**src/rtl/pc_fetch_gen.sv**
```systemverilog
// Fetch-stage program-counter generator: holds the fetch PC, issues valid/ready requests,
// buffers one redirect/trap while a request waits, and halts on misaligned targets. Optional: RVC_EN.
module pc_fetch_gen #(
    parameter int              XLEN         = 32,
    parameter logic [XLEN-1:0] RESET_VECTOR = '0
) (
    input  logic            clk,
    input  logic            reset,
    input  logic            stall,
    output logic            fetch_valid,
    input  logic            fetch_ready,
    output logic [XLEN-1:0] fetch_pc,
    input  logic            fetch_rvc,
    output logic [XLEN-1:0] pc_plus,
    input  logic            redir_valid,
    input  logic [XLEN-1:0] redir_base,
    input  logic [XLEN-1:0] redir_offset,
    input  logic            redir_clr_lsb,
    input  logic            trap_valid,
    input  logic [XLEN-1:0] trap_vector,
    output logic            misalign,
    output logic [XLEN-1:0] misalign_addr
);

    typedef enum logic [1:0] {BOOT, RUN, HALT} FetchState;

    localparam logic [XLEN-1:0] INCR4 = XLEN'(4);

    FetchState       r_state;
    FetchState       w_stateNext;
    logic [XLEN-1:0] r_pc, w_pcNext;
    logic            r_valid, w_validNext;
    logic            r_pendValid, w_pendValidNext;
    logic            r_pendIsTrap, w_pendIsTrapNext;
    logic [XLEN-1:0] r_pendTarget, w_pendTargetNext;
    logic            r_misalign, w_misalignNext;
    logic [XLEN-1:0] r_misalignAddr, w_misalignAddrNext;

    logic [XLEN-1:0] w_incr, w_seqPc, w_redirSum, w_redirTarget, w_trapTarget, w_selTarget;
    logic            w_waiting, w_handshake, w_selValid, w_selIsRedir, w_selMisaligned;
    logic            w_unusedBits;

    assign w_waiting     = r_valid && !fetch_ready;
    assign w_handshake   = r_valid && fetch_ready;
    assign w_redirSum    = redir_base + redir_offset;
    assign w_redirTarget = {w_redirSum[XLEN-1:1], w_redirSum[0] & ~redir_clr_lsb};
    assign w_trapTarget  = {trap_vector[XLEN-1:2], 2'b00};

`ifdef RVC_EN
    assign w_incr          = fetch_rvc ? XLEN'(2) : INCR4;
    assign w_selMisaligned = w_selIsRedir && w_selTarget[0];
    assign w_unusedBits    = ^trap_vector[1:0];
`else
    assign w_incr          = INCR4;
    assign w_selMisaligned = w_selIsRedir && (w_selTarget[1:0] != 2'b00);
    assign w_unusedBits    = ^{trap_vector[1:0], fetch_rvc};
`endif

    assign w_seqPc = r_pc + w_incr;

    // Target priority: live trap, pending trap, live redirect (newest wins), pending redirect
    always_comb begin
        w_selValid   = 1'b0;
        w_selIsRedir = 1'b0;
        w_selTarget  = w_seqPc;
        if (trap_valid) begin
            w_selValid  = 1'b1;
            w_selTarget = w_trapTarget;
        end else if (r_pendValid && r_pendIsTrap) begin
            w_selValid  = 1'b1;
            w_selTarget = r_pendTarget;
        end else if (redir_valid) begin
            w_selValid   = 1'b1;
            w_selIsRedir = 1'b1;
            w_selTarget  = w_redirTarget;
        end else if (r_pendValid) begin
            w_selValid   = 1'b1;
            w_selIsRedir = 1'b1;
            w_selTarget  = r_pendTarget;
        end
    end

    always_ff @(posedge clk or posedge reset) begin
        if (reset) r_state <= BOOT;
        else       r_state <= w_stateNext;
    end

    always_comb begin
        w_stateNext = r_state;
        case (r_state)
            BOOT:    w_stateNext = RUN;
            RUN:     if (!w_waiting && w_selValid && w_selMisaligned) w_stateNext = HALT;
            HALT:    if (trap_valid) w_stateNext = RUN;
            default: w_stateNext = BOOT;
        endcase
    end

    // Datapath updates; a waiting request freezes fetch_pc and only the pending entry moves
    always_comb begin
        w_pcNext           = r_pc;
        w_validNext        = r_valid;
        w_pendValidNext    = r_pendValid;
        w_pendIsTrapNext   = r_pendIsTrap;
        w_pendTargetNext   = r_pendTarget;
        w_misalignNext     = 1'b0;
        w_misalignAddrNext = r_misalignAddr;
        case (r_state)
            BOOT: begin
                w_validNext     = 1'b0;
                w_pendValidNext = 1'b0;
            end
            RUN: begin
                if (w_waiting) begin
                    if (trap_valid) begin
                        w_pendValidNext  = 1'b1;
                        w_pendIsTrapNext = 1'b1;
                        w_pendTargetNext = w_trapTarget;
                    end else if (redir_valid && !(r_pendValid && r_pendIsTrap)) begin
                        w_pendValidNext  = 1'b1;
                        w_pendIsTrapNext = 1'b0;
                        w_pendTargetNext = w_redirTarget;
                    end
                end else begin
                    w_pendValidNext = 1'b0;
                    if (w_selValid && w_selMisaligned) begin
                        w_validNext        = 1'b0;
                        w_misalignNext     = 1'b1;
                        w_misalignAddrNext = w_selTarget;
                    end else begin
                        if (w_selValid || w_handshake) w_pcNext = w_selTarget;
                        w_validNext = !stall;
                    end
                end
            end
            HALT: begin
                w_validNext     = 1'b0;
                w_pendValidNext = 1'b0;
                if (trap_valid) begin
                    w_pcNext    = w_trapTarget;
                    w_validNext = !stall;
                end
            end
            default: begin
                w_validNext     = 1'b0;
                w_pendValidNext = 1'b0;
            end
        endcase
    end

    always_ff @(posedge clk or posedge reset) begin
        if (reset) begin
            r_pc           <= RESET_VECTOR;
            r_valid        <= 1'b0;
            r_pendValid    <= 1'b0;
            r_pendIsTrap   <= 1'b0;
            r_pendTarget   <= '0;
            r_misalign     <= 1'b0;
            r_misalignAddr <= '0;
        end else begin
            r_pc           <= w_pcNext;
            r_valid        <= w_validNext;
            r_pendValid    <= w_pendValidNext;
            r_pendIsTrap   <= w_pendIsTrapNext;
            r_pendTarget   <= w_pendTargetNext;
            r_misalign     <= w_misalignNext;
            r_misalignAddr <= w_misalignAddrNext;
        end
    end

    assign fetch_valid   = r_valid;
    assign fetch_pc      = r_pc;
    assign pc_plus       = w_seqPc;
    assign misalign      = r_misalign;
    assign misalign_addr = r_misalignAddr;

endmodule

```
**config.mk**
```make
export PLATFORM = sky130hd
export DESIGN_NAME = pc_fetch_gen
export DESIGN_NICKNAME = d
export VERILOG_FILES = /design/src/rtl/pc_fetch_gen.sv
export SDC_FILE = /design/constraint.sdc
export NUM_CORES = 1
export LEC_CHECK = 0
export CORE_ASPECT_RATIO = 1.5
export CORE_MARGIN = 2
export CORE_UTILIZATION = 35
export CTS_BUF_LIST = sky130_fd_sc_hd__clkbuf_16
export DETAILED_ROUTE_END_ITERATION = 12
export PLACE_DENSITY = 0.66
export REMOVE_ABC_BUFFERS = 1
export SLEW_MARGIN = 20
export SYNTH_ARGS = -nofsm -noshare
export SYNTH_HDL_FRONTEND = slang
export SYNTH_SLANG_ARGS = --single-unit
```
**constraint.sdc**
```tcl
create_clock -name clk -period 4.35 [get_ports clk]
set_input_delay 0.87 -clock clk [delete_from_list [all_inputs] [get_ports clk]]
set_output_delay 0.87 -clock clk [all_outputs]
set_load 0.05 [all_outputs]
```
==> flow_summary.ini, run 1 <==
[logic_synthesis]
synthFlopType = dfrtp_1
async_flop_share_pct = 100
ys_seq_elements = 102
synth_warnings = 0
avgSynthCellArea_um2 = 8.27
synth-edff-count = 0
ys_seq_area_share_pct = 32.5
synth_area_mm2 = 0.00786
synth_cells = 951
synth.distinct_cells = 86

[run_status]
status = completed

[power]
intPower_mw = 3.31
switching_share_pct = 53.0
sequentialPowerShare_pct = 25.9
irDropWorstVdd_mv = 0.433
p_comb_share_pct = 63.2
clock_power_share_pct = 10.9
power.density_mw_per_mm2 = 677
switching_power_mw = 3.72
power.leakage_nw = 4.25

[floorplan]
num_io_pins = 202
core_area_mm2 = 0.0222
die_y_um = 188
dieArea_mm2 = 0.0237
die_w_um = 126
row_count = 67
start_util_pct = 35.4

[sta]
min_period_over_period_pct = 93.9
setup_viol = 0
whs_ns = 0.476
tightestPinTransition_ns = 0.855
slew_viol_final = 0
skew_ns = 0.0133
final-hold-violation-count = 0
rsz0062_at_grt = false
period_needed_ns = 4.08
setup_tns_ns = 0
slew_headroom_pct = 42.8
fmaxAchievable_ghz = 0.245

[global_route]
grt_usage_pct = 23.8
grt_pass1_wl_mm = 43.9
grt_pass1_vias = 7879
antenna_found_initial = 1
overflow = 0
grt_max_degree = 61

[worst_setup_path]
end_kind = primary output
cp_max_fo = 7
crit_type = reg2out
cp.arrival_ns = 3.21
cp_data_required_time_ns = 3.48
cp-start-kind = flip-flop

[place]
io_buffers = 198
hpwl_mm = 21.5
gp_congestion = 0.894

[drt]
routed_wl_mm = 28.2
drtPass1Iterations = 5
viasPerCell = 5.76
num_vias = 8108
drc = 0
drt-initial-drc-count = 733
antenna_left = 0
wl_per_cell_um = 20.0

[clock_network]
cts_buffers = 9
htree_levels = 3
cts_setup_buffers = 0
cts_sinks = 102
cts_resized = 0
postCtsHoldBufs = 0
cts_tree = built
clkTransAtPathRegs_ns = 0.07
worstSkewPairLatency_ns = 0.36
cts_root_buf = clkbuf_16
clk_path_buf_depth = 2

[hold_path]
min_path_type = reg2reg

[cells_and_area]
fillers = 2133
final_cell_mix = clkdlybuf4s50_1, nand2_1, dfrtp_1
final_common_cell = clkdlybuf4s50_1
layout-drive-gt1-share_pct = 7.16
syn2layout_area_growth_pct = 32.1
nets = 1266

[run]
max_cap_violations = 0
-- synth_stat cells, drive strengths merged, types with 3 or more instances --
master	count	area share, %
a211oi	10	1.1
a21boi	11	1.1
a21o	21	2.0
a21oi	70	4.6
a221o	6	0.76
a221oi	4	0.53
a222oi	9	1.1
a22oi	4	0.38
a311oi	3	0.41
a31oi	16	1.3
a32oi	3	0.43
and2	6	0.48
and3	10	0.80
and4	7	0.83
buf	25	1.9
clkbuf	33	1.6
dfrtp	102	32
ha	35	5.6
inv	24	1.1
mux2	9	1.3
mux2i	14	1.8
nand2	152	7.3
nand2b	11	0.88
nand3	23	1.6
nand4	13	1.4
nor2	72	3.5
nor2b	5	0.40
nor3	17	1.3
nor3b	3	0.29
nor4	5	0.67
o211ai	17	1.6
o21a	21	2.0
o21ai	79	5.1
o221ai	14	1.7
o22ai	4	0.32
o311ai	3	0.33
o31ai	5	0.54
or2	4	0.32
or3	4	0.32
xnor2	34	3.9
xor2	19	2.1
-- worst max-delay path: stages, from the launching register on --
cell	delay, ns
dfrtp_1	0.47
and4_1	0.44
nand3_2	0.25
nor4_4	0.43
nand2_1	0.13
xnor2_1	0.27
clkdlybuf4s50_1	0.86
-- state kept, by name, indices dropped and copies added (netlist names) --
register and flops:
r_pendTarget 32, r_state 2, r_pendIsTrap 1, fetch_valid 1
misalign_addr 32, misalign 1, r_pendValid 1, fetch_pc 32
-- final cells by class --
cell class	instances	area (um2)	area share, %
Antenna cell	1	2.50	0.0241
Clock buffer	9	225	2.17
Clock inverter	7	42.5	0.410
Inverter	25	96.3	0.928
Multi-Input combinational cell	766	4960	47.8
Sequential cell	102	2550	24.6
Tap cell	276	345	3.33
Timing Repair Buffer	222	2160	20.8
-- power by group through the flow --
| stage | Clock, mW | Combinational, mW | Sequential (mW) |
|---|---|---|---|
| 5_1_grt | 0.817 | 4.71 | 1.89 |
| 3_3_place_gp | 0 | 4.40 | 1.81 |
| 6_report | 0.764 | 4.44 | 1.82 |
| 2_1_floorplan | 0 | 1.89 | 2.74 |
| 3_5_place_dp | 0 | 4.43 | 1.83 |
| 4_1_cts | 0.779 | 4.45 | 1.82 |
-- cell families (layout without fill, tap and decap cells) --
kind of cell | Yosys count | after routing | synth area share [%]
adder cells (fa/ha/maj) | 36 | 36 | 5.83
AND/OR/NAND/NOR | 336 | 336 | 20.5
buffers and inverters | 83 | 263 | 4.70
flip-flops | 102 | 102 | 32.5
AO/OA/AOI/OAI | 318 | 318 | 27.5
multiplexers | 23 | 23 | 3.07
other | 0 | 1 | 0
XOR/XNOR | 53 | 53 | 6.00
-- layer usage --
| layer | global-route usage [%] | routed length [um] | vias up |
|---|---|---|---|
| met5 | 0 | 0 | - |
| met4 | 12.3 | 1450 | 0 |
| met3 | 2.28 | 1620 | 67 |
| met2 | 40.7 | 13800 | 352 |
| met1 | 29.4 | 11300 | 3864 |
| li1 | - | - | 3825 |
-- metrics by stage --
stage / cell area (um2) / util [%] / worst slack (ns) / cells / total power, mW
2_1_floorplan: 7580 / - / 0.0128 / 893 / 4.63
4_1_cts: 10400 / 46.7 / 0.277 / 1407 / 7.04
3_5_place_dp: 10100 / 45.5 / 0.200 / 1391 / 6.26
3_3_place_gp: 10100 / 45.5 / 0.257 / 1391 / 6.22
5_1_grt: 10400 / 46.7 / 0.0896 / 1408 / 7.42
6_report: 10400 / 46.7 / 0.266 / 1408 / 7.03
-- path summary, 6_finish.rpt --
check / cells past startpoint / to / start / slack [ns]
worst max-delay path: 6 / pc_plus[28] / fetch_pc[4] / 0.27
worst min-delay path: 2 / misalign_addr[7] / misalign_addr[7] / 0.48
worst max register to register: 8 / misalign_addr[27] / fetch_pc[4] / 1.39
worst min register to register: 2 / misalign_addr[7] / misalign_addr[7] / 0.48
max in group asynchronous: 3 / misalign_addr[17] / reset / 2.49
min in group asynchronous: 2 / misalign_addr[4] / reset / 1.02
Power figures use the tool's default switching activity.
==> run 2: changes to the inputs <==
CAP_MARGIN = 20   (was unset)
SLEW_MARGIN = 10   (was 20)
==> results of run 2 <==
The final DEF is identical to that of run 1; final timing and power are the same.
